$ cat config.mk
export PLATFORM = sky130hd
export DESIGN_NAME = ifu_fetch
export DESIGN_NICKNAME = d
export VERILOG_FILES = /design/src/rtl/ifu_fetch_pkg.sv /design/src/rtl/ifu_fetch.sv
export SDC_FILE = /design/constraint.sdc
export NUM_CORES = 1
export LEC_CHECK = 0
export ABC_AREA = 1
export ABC_CLOCK_PERIOD_IN_PS = 6900
export CAP_MARGIN = 20
export CELL_PAD_IN_SITES_DETAIL_PLACEMENT = 1
export CELL_PAD_IN_SITES_GLOBAL_PLACEMENT = 1
export CORE_ASPECT_RATIO = 1.75
export CORE_MARGIN = 10
export CORE_UTILIZATION = 35
export DETAILED_ROUTE_END_ITERATION = 12
export HOLD_SLACK_MARGIN = 0.06
export PLACE_DENSITY = 0.89
export SKIP_LAST_GASP = 1
export SYNTH_ARGS = -nofsm -noshare
export SYNTH_HDL_FRONTEND = slang
export SYNTH_SLANG_ARGS = --single-unit
export TNS_END_PERCENT = 30
$ cat constraint.sdc
create_clock -name clk -period 6.9 [get_ports clk]
set_clock_uncertainty 0.05 [all_clocks]
set_input_delay 1.035 -clock clk [delete_from_list [all_inputs] [get_ports clk]]
set_output_delay 1.035 -clock clk [all_outputs]
set_load 0.02 [all_outputs]
$ cat src/rtl/ifu_fetch_pkg.sv
`default_nettype none
// ============================================================================
// Module  : ifu_fetch_pkg
// Purpose : Shared types and constants for the instruction-fetch stage.
//           State encoding (3-bit), reset PC, XLEN and the canonical NOP
//           encoding used by benches.
// Ports   : none (package)
// Revision: 1.0 - initial release
// ============================================================================
package ifu_fetch_pkg;

  localparam int unsigned IFU_XLEN     = 32;
  localparam logic [31:0] IFU_RESET_PC = 32'h8000_0000;
  localparam logic [31:0] INST_NOP     = 32'h0000_0013;

  typedef enum logic [2:0] {
    IFU_IDLE  = 3'd0,
    IFU_REQ   = 3'd1,
    IFU_WAIT  = 3'd2,
    IFU_HOLD  = 3'd3,
    IFU_FAULT = 3'd4
  } ifu_state_e;

  // Instruction addresses must be word aligned.
  function automatic logic is_misaligned(input logic [1:0] lsbs);
    return lsbs != 2'b00;
  endfunction

endpackage
`default_nettype wire

$ cat src/rtl/ifu_fetch.sv
`default_nettype none
// ============================================================================
// Module  : ifu_fetch
// Purpose : Instruction-fetch stage. Owns the PC, issues one imem request per
//           instruction, buffers the returned word and hands {instr, pc} to
//           decode. Redirects from execute retarget the PC; a redirect that
//           lands while a fetch is in flight is remembered and the stale
//           response is discarded.
// Ports   :
//   clk, rst              clock, asynchronous active-high reset
//   imem_req_valid/ready  fetch request handshake, imem_req_addr == pc
//   imem_rsp_valid/data/err  one-cycle response pulse, err = access fault
//   id_valid/ready        decode handshake, id_instr/id_pc payload
//   redirect_valid/pc     one-cycle redirect from execute
//   fetch_fault           sticky fault flag (absorbing until reset)
// Revision: 1.0 - initial release
// ============================================================================
module ifu_fetch
  import ifu_fetch_pkg::*;
#(
  parameter int unsigned         XLEN     = IFU_XLEN,
  parameter logic [XLEN-1:0]     RESET_PC = IFU_RESET_PC
) (
  input  logic            clk,
  input  logic            rst,
  output logic            imem_req_valid,
  input  logic            imem_req_ready,
  output logic [XLEN-1:0] imem_req_addr,
  input  logic            imem_rsp_valid,
  input  logic [XLEN-1:0] imem_rsp_data,
  input  logic            imem_rsp_err,
  output logic            id_valid,
  input  logic            id_ready,
  output logic [XLEN-1:0] id_instr,
  output logic [XLEN-1:0] id_pc,
  input  logic            redirect_valid,
  input  logic [XLEN-1:0] redirect_pc,
  output logic            fetch_fault
);

  ifu_state_e      state_q, state_d;
  logic [XLEN-1:0] pc_q, pc_d;
  logic [XLEN-1:0] instr_buf_q, instr_buf_d;
  logic            pend_q, pend_d;
  logic [XLEN-1:0] pend_pc_q, pend_pc_d;
  logic            w_misaligned;

  assign w_misaligned = redirect_valid && is_misaligned(redirect_pc[1:0]);

  always_comb begin
    state_d     = state_q;
    pc_d        = pc_q;
    instr_buf_d = instr_buf_q;
    pend_d      = pend_q;
    pend_pc_d   = pend_pc_q;

    unique case (state_q)
      IFU_IDLE: begin
        state_d = IFU_REQ;
        if (redirect_valid) pc_d = redirect_pc;
      end

      IFU_REQ: begin
        // The request address must not move under backpressure, so a
        // redirect here is parked and applied once the response returns.
        if (redirect_valid) begin
          pend_d    = 1'b1;
          pend_pc_d = redirect_pc;
        end
        if (imem_req_ready) state_d = IFU_WAIT;
      end

      IFU_WAIT: begin
        if (imem_rsp_valid) begin
          if (imem_rsp_err) begin
            state_d = IFU_FAULT;
          end else if (redirect_valid || pend_q) begin
            // Stale word: drop it and refetch from the newest target.
            pc_d    = redirect_valid ? redirect_pc : pend_pc_q;
            pend_d  = 1'b0;
            state_d = IFU_REQ;
          end else begin
            instr_buf_d = imem_rsp_data;
            state_d     = IFU_HOLD;
          end
        end else if (redirect_valid) begin
          pend_d    = 1'b1;
          pend_pc_d = redirect_pc;
        end
      end

      IFU_HOLD: begin
        // Redirect wins over decode consuming the buffered word.
        if (redirect_valid) begin
          pc_d    = redirect_pc;
          state_d = IFU_REQ;
        end else if (id_ready) begin
          pc_d    = pc_q + XLEN'(4);
          state_d = IFU_REQ;
        end
      end

      IFU_FAULT: begin
        state_d = IFU_FAULT;
      end

      default: begin
        state_d = IFU_FAULT;
      end
    endcase

    // A misaligned target faults from any live state; the target is kept
    // in pc so it can be inspected after the fault.
    if (w_misaligned && (state_q != IFU_FAULT)) begin
      state_d = IFU_FAULT;
      pc_d    = redirect_pc;
    end
  end

  always_ff @(posedge clk or posedge rst) begin
    if (rst) begin
      state_q     <= IFU_IDLE;
      pc_q        <= RESET_PC;
      instr_buf_q <= '0;
      pend_q      <= 1'b0;
      pend_pc_q   <= '0;
    end else begin
      state_q     <= state_d;
      pc_q        <= pc_d;
      instr_buf_q <= instr_buf_d;
      pend_q      <= pend_d;
      pend_pc_q   <= pend_pc_d;
    end
  end

  // Outputs decode straight from registers, so they never depend
  // combinationally on inputs.
  assign imem_req_valid = (state_q == IFU_REQ);
  assign imem_req_addr  = pc_q;
  assign id_valid       = (state_q == IFU_HOLD);
  assign id_instr       = instr_buf_q;
  assign id_pc          = pc_q;
  assign fetch_fault    = (state_q == IFU_FAULT);

endmodule
`default_nettype wire

==> metrics.yaml, run 1 <==
outcome:
  status: "finished, final reports clean"
floorplanning:
  die_x_um: 120.3
  core_area_um2: 17380
  fp.dieArea_um2: 23520
  rows: 64
  ios: 170
  start_util: 0.3546
  die_y_um: 195.5
setup_path:
  cpPeakStageDelay_ns: 0.72
  path_cells: "nor2_4 -> nand2_4 -> inv_2 -> clkdlybuf4s50_1"
  start_kind: "flip-flop"
  worst-path-stages: 4
  regToRegSetupSlack_ns: 4.17
  cp_max_fo: 28
  reg2reg_depth: 6
  rr_startpoint: "state_q[2]"
  cp-end-kind: "output port"
  path_delay_family: "buffers and inverters"
  critPathArrivalTime_ns: 2.32
  worst_ep_required_time_ns: 5.81
  cp_num_buf_inv: 2
  worst-setup-path-type: "flip-flop to output port"
  critPathSlowestCell: "clkdlybuf4s50_1"
  reg2reg_to: "pend_pc_q[31]"
routing:
  wl_per_cell_um: 17.46
  routed.top_layer: "met4"
  met3_length_um: 1395
  drc: 0
  vias: 5989
  postRouteAntennaNets: 0
  wl_met1_um: 7458
  wl_um: 20920
  drtIter0Drc: 196
  viasPerCell: 4.999
  dr.pass1.iters: 5
  routed-wl-met2_um: 11540
synth:
  ys_seq_elements: 100
  syn-num-nets: 915
  async_flop_share: 1.000
  synth_edf_count: 0
  synthCells: 843
  syn_avg_cell_area_um2: 7.308
  synth-main-ff-cell: "dfrtp_1"
  synth.distinct_cells: 44
  ys_seq_area_frac: 0.4064
  yosys_warnings: 0
  synth_area_um2: 6161
global_routing:
  grt_pass1_wl_um: 33510
  antenna_found_initial: 0
  grt_use_total: 0.1767
  grt_pass1_vias: 6468
  grt_max_degree: 72
  gr-total-overflow: 0
power:
  combPwrFrac: 0.436
  peakVddDrop_mv: 0.1297
  p_int_uw: 1607
  p_per_area_nw_per_um2: 340.6
  leakage_uw: 0.003713
  swShare: 0.4140
  p_sw_uw: 1135
  p_seq_frac: 0.368
  clockPowerShare: 0.197
  p_total_uw: 2742
min_path:
  min_from: "pend_pc_q[3]"
  min_to: "pend_pc_q[3]"
  hold_class: "flip-flop to flip-flop"
  hold_depth: 2
clock_tree:
  cts_root_buf: "clkbuf_16"
  clk_pin_slew_ns: 0.07
  cts_resized: 0
  h-tree-depth: 3
  worstSkewPairLatency_ns: 0.35
  clock_path_buffers: 2
  cts_buffers: 9
  cts_hold_buf: 0
  cts_tree: "done"
  cts.sinks: 100
  post_cts.repair.setup_buffers: 0
timing:
  fin_crit_ns: 3.404
  final.setup.tns_ns: 0
  period_share: 0.4933
  setup_ws_ns: 3.496
  slew_headroom: 0.3495
  hold_violations: 0
  fmax_mhz: 293.8
  setup_violations: 0
  drv_slew: 0
  rsz0062_at_grt: "false"
  tightest_slew_ns: 0.9757
final_layout:
  layout_commonest_cell: "nand2_1"
  antenna_cells: 0
  final_cell_mix: "314 x nand2_1, 168 x clkdlybuf4s50_1, 99 x dfrtp_1"
  drive_gt1_frac: 0.07963
  final_nets: 1034
  fin_cells: 1198
  area.growth.synth_to_final_pct: 30.67
place:
  place_ws_ns: 3.317
  dp_cells: 1182
  hpwl_um: 15760
  numPortBuffers: 169
  place_congestion: 0.8826
job:
  max-cap-violations: 0
-- metrics by stage --
| step | hold WS, ns | util | area (um2) |
|---|---|---|---|
| floorplan | 0.3982 | - | 6161 |
| global placement | 0.4131 | 0.4453 | 7737 |
| detailed placement | 0.4238 | 0.4453 | 7737 |
| CTS | 0.4398 | 0.4633 | 8050 |
| global route | 0.4620 | 0.4633 | 8050 |
| finish | 0.4386 | 0.4633 | 8050 |
-- worst max-delay path by stage --
stage / startpoint / to / slack, ns
finish: state_q[2] / id_valid / 3.50
global route: redirect_valid / id_pc[31] / 3.39
CTS: state_q[2] / id_valid / 3.46
detailed placement: redirect_valid / id_pc[31] / 3.32
global placement: redirect_valid / id_pc[30] / 3.47
floorplan: rst / id_instr[0] / 3.20
-- area by class of cell --
class | instances | area (um2)
sequential | 100 | 2504
clock buffer | 12 | 256.5
fill | 2213 | 9326
clock inverter | 4 | 56.30
inverter | 79 | 304.0
multi-input combinational | 599 | 2924
timing repair buffer | 173 | 1717
tap | 231 | 289.0
-- routing by layer --
metal,track usage,vias to the layer above
met1,0.1685,2915
met5,0,-
met4,0.06194,0
met3,0.05402,37
li1,-,2891
met2,0.3419,146
-- synth_stat cells, types with 7 or more instances --
cell type | n | area [um2]
nor2_1 | 53 | 198.9
buf_2 | 9 | 45.04
o21ai_1 | 17 | 85.08
o21ai_0 | 75 | 375.4
buf_4 | 36 | 270.3
clkbuf_1 | 13 | 48.80
a21oi_1 | 10 | 50.05
inv_1 | 71 | 266.5
nand2_1 | 314 | 1179
inv_2 | 7 | 26.28
mux2_2 | 29 | 326.6
nand3_1 | 49 | 245.2
dfrtp_1 | 99 | 2477
-- power by group through the flow --
stage / registers (uW) / clock network [uW] / logic (uW)
2_1_floorplan: 1060 / 0 / 670
3_3_place_gp: 1010 / 0 / 1170
3_5_place_dp: 1020 / 0 / 1200
4_1_cts: 1010 / 554 / 1210
5_1_grt: 1040 / 582 / 1310
6_report: 1010 / 539 / 1190
-- cell families (layout without fill, tap and decap cells) --
| logic type | after synthesis | in the layout | synth area share |
|---|---|---|---|
| compound gates | 124 | 124 | 0.1117 |
| xor+xnor | 3 | 3 | 0.004266 |
| fa+ha+maj | 1 | 1 | 0.002031 |
| buf+inv | 144 | 268 | 0.1190 |
| flops | 100 | 100 | 0.4064 |
| mux | 32 | 32 | 0.05849 |
| simple gates | 439 | 439 | 0.2981 |
-- registers in the layout (all words and copies together) (netlist names) --
signal and flops:
state_q 3, pend_pc_q 32, id_pc 32, pend_q 1
id_instr 32
-- worst min-delay path, cell delays in order (launching register included) --
cell	delay, ns
dfrtp_1	0.34
nand2_1	0.05
o21ai_0	0.06
Power figures use the tool's default switching activity.
==> inputs of run 2 (changes only) <==
--- a/config.mk
+++ b/config.mk
@@ -6,16 +6,16 @@
 export NUM_CORES = 1
 export LEC_CHECK = 0
 export ABC_AREA = 1
-export ABC_CLOCK_PERIOD_IN_PS = 6900
+export ABC_CLOCK_PERIOD_IN_PS = 3100
 export CAP_MARGIN = 20
 export CELL_PAD_IN_SITES_DETAIL_PLACEMENT = 1
 export CELL_PAD_IN_SITES_GLOBAL_PLACEMENT = 1
 export CORE_ASPECT_RATIO = 1.75
 export CORE_MARGIN = 10
-export CORE_UTILIZATION = 35
+export CORE_UTILIZATION = 31
 export DETAILED_ROUTE_END_ITERATION = 12
 export HOLD_SLACK_MARGIN = 0.06
-export PLACE_DENSITY = 0.89
+export PLACE_DENSITY = 0.84
 export SKIP_LAST_GASP = 1
 export SYNTH_ARGS = -nofsm -noshare
 export SYNTH_HDL_FRONTEND = slang
==> constraint.sdc (replaced) <==
create_clock -name clk -period 3.1 [get_ports clk]
set_clock_uncertainty 0.05 [all_clocks]
set_input_delay 0.465 -clock clk [delete_from_list [all_inputs] [get_ports clk]]
set_output_delay 0.465 -clock clk [all_outputs]
set_load 0.02 [all_outputs]
==> metrics.yaml, run 2 (synthesis gave the netlist of run 1 again) <==
min_path:
  hold_class: "flip-flop to flip-flop"
timing:
  drv_slew: 0  # unchanged
  fin_crit_ns: 2.459
  period_share: 0.7933
  setup_violations: 0  # unchanged
  hold_violations: 0  # unchanged
  fmax_mhz: 406.6
  slew_headroom: 0.5935  # +0.2439
  tightest_slew_ns: 0.6091  # -0.3666 ns
  final.setup.tns_ns: 0  # unchanged
  rsz0062_at_grt: "false"
setup_path:
  path_cells: "inv_2 -> nor2_1 -> inv_1 -> nor2_1 -> clkdlybuf4s50_1"
  cp-end-kind: "output port"
  critPathMostFrequentCell: "nor2_1"
  regToRegSetupSlack_ns: 0.76  # -3.41 ns
  worst-path-stages: 5  # +1
  cp_max_fo: 4  # -86%
  crit_path_end: "imem_req_valid"
  worst_ep_required_time_ns: 2.58  # -3.23 ns
  start_kind: "flip-flop"
  rr_startpoint: "id_pc[2]"
  startpoint: "state_q[0]"
  worst-setup-path-type: "flip-flop to output port"
  reg2reg_depth: 13  # +7
  critPathSlowestCell: "clkdlybuf4s50_1"
  reg2reg_to: "id_pc[20]"
  path_delay_family: "buffers and inverters"
  cp_num_buf_inv: 3  # +1
  cpPeakStageDelay_ns: 0.68  # -0.04 ns
  critPathArrivalTime_ns: 1.94  # -0.38 ns
global_routing:
  grt_pass1_vias: 6520  # +0.80%
  antenna_found_initial: 0  # unchanged
  grt_max_degree: 101  # +40%
  grt_pass1_wl_um: 33930  # +1.3%
  grt_use_total: 0.1608  # -0.01594
  gr-total-overflow: 0  # unchanged
final_layout:
  ff_latch_area_um2: 2504  # unchanged
  design_area_um2: 8110  # +0.75%
  fill_cells: 2427  # +9.7%
  final_cell_mix: "314 x nand2_1, 168 x clkdlybuf4s50_1, 99 x dfrtp_1"
  final_nets: 1041  # +0.68%
  antenna_cells: 0  # unchanged
  layout_commonest_cell: "nand2_1"
  area.growth.synth_to_final_pct: 31.64
  drive_gt1_frac: 0.08316  # +0.003535
  multi_input_area_um2: 2924  # unchanged
  postLayoutCoreUtil: 0.4127  # -0.05062
clock_tree:
  clock_path_buffers: 2  # unchanged
  cts_buffers: 9  # unchanged
  cts_resized: 0  # unchanged
  cts_tree: "done"
  h-tree-depth: 3  # unchanged
  cts_root_buf: "clkbuf_16"
  worstSkewPairLatency_ns: 0.35  # about the same
  cts_hold_buf: 0  # unchanged
  clk_pin_slew_ns: 0.07  # about the same
  post_cts.repair.setup_buffers: 0  # unchanged
  cts.sinks: 100  # unchanged
routing:
  viasPerCell: 4.920  # -1.6%
  wl_um: 21300  # +1.8%
  wl_per_cell_um: 17.47  # about the same
  drtIter0Drc: 187  # -4.6%
  dr.pass1.iters: 4  # -1
  drc: 0  # unchanged
  postRouteAntennaNets: 0  # unchanged
  vias: 5997  # +0.13%
place:
  numPortBuffers: 169  # unchanged
  hpwl_um: 16280  # +3.3%
  postPlaceCellArea_um2: 7821  # +1.1%
  place_congestion: 0.9025  # +2.3%
outcome:
  status: "finished, final reports clean"
floorplanning:
  die_y_um: 206.5  # +5.6%
  ios: 170  # unchanged
  rows: 68  # +6.3%
  core_area_um2: 19650  # +13%
  start_util: 0.3135  # -0.04108
  fp.dieArea_um2: 26130  # +11%
  die_x_um: 126.6  # +5.2%
job:
  max-cap-violations: 0  # unchanged
power:
  peakVddDrop_mv: 0.3214  # +150%
  leakage_uw: 0.003738  # +0.68%
  p_per_area_nw_per_um2: 745.4  # +120%
## run 2: changes by cell type in the layout (fill, tap and decap cells not counted), sizes merged
cell      before  now
inv           80   78
clkinv         2    1
buf            5   12
clkbuf        12   14
clkinvlp       0    1
## run 2: layout make-up
| cell class | count | share of cell area |
|---|---|---|
| multi-input combinational | 599 | 0.3605 |
| sequential | 100 | 0.3087 |
| timing repair buffer | 180 | 0.2197 |
| tap | 245 | 0.03780 |
| inverter | 79 | 0.03764 |
| clock buffer | 14 | 0.03132 |
| clock inverter | 2 | 0.004320 |
## run 2: how the worst min path moves through the flow
| stage | cells past startpoint | start | end |
|---|---|---|---|
| after floorplan | 2 | pend_pc_q[1] | pend_pc_q[1] |
| after global placement | 2 | pend_pc_q[2] | pend_pc_q[2] |
| after detailed placement | 2 | pend_pc_q[1] | pend_pc_q[1] |
| after CTS | 2 | pend_pc_q[1] | pend_pc_q[1] |
| after global routing | 1 | id_instr[28] | id_instr[28] |
| final | 1 | id_instr[28] | id_instr[28] |
## run 2: per-layer routing
layer  wire length [um]  part of all wire  GRT usage  up-vias
met1               7681              0.36     0.1572     2930
met4                436             0.020    0.05755        0
met3               1284             0.060    0.04493       22
li1                   -                 -          -     2921
met2              11900              0.56     0.3107      124
met5                  0                 0          0        -
## run 2: report_power, final
group | switching, uW | total (uW) | internal [uW]
logic | 1480 | 2650 | 1160
clock network | 507 | 1160 | 650
registers | 498 | 2240 | 1740
## run 2: metrics by stage
step           total power, uW  hold WS (ns)  std cells  worst slack, ns
6_report                  6045        0.4448       1219           0.6407
5_1_grt                   6478        0.4610       1219           0.5443
4_1_cts                   6146        0.4458       1219           0.6375
3_5_place_dp              4951        0.4317       1203           0.7392
3_3_place_gp              4862        0.4149       1203           0.8198
2_1_floorplan             3842        0.3982        843            1.272
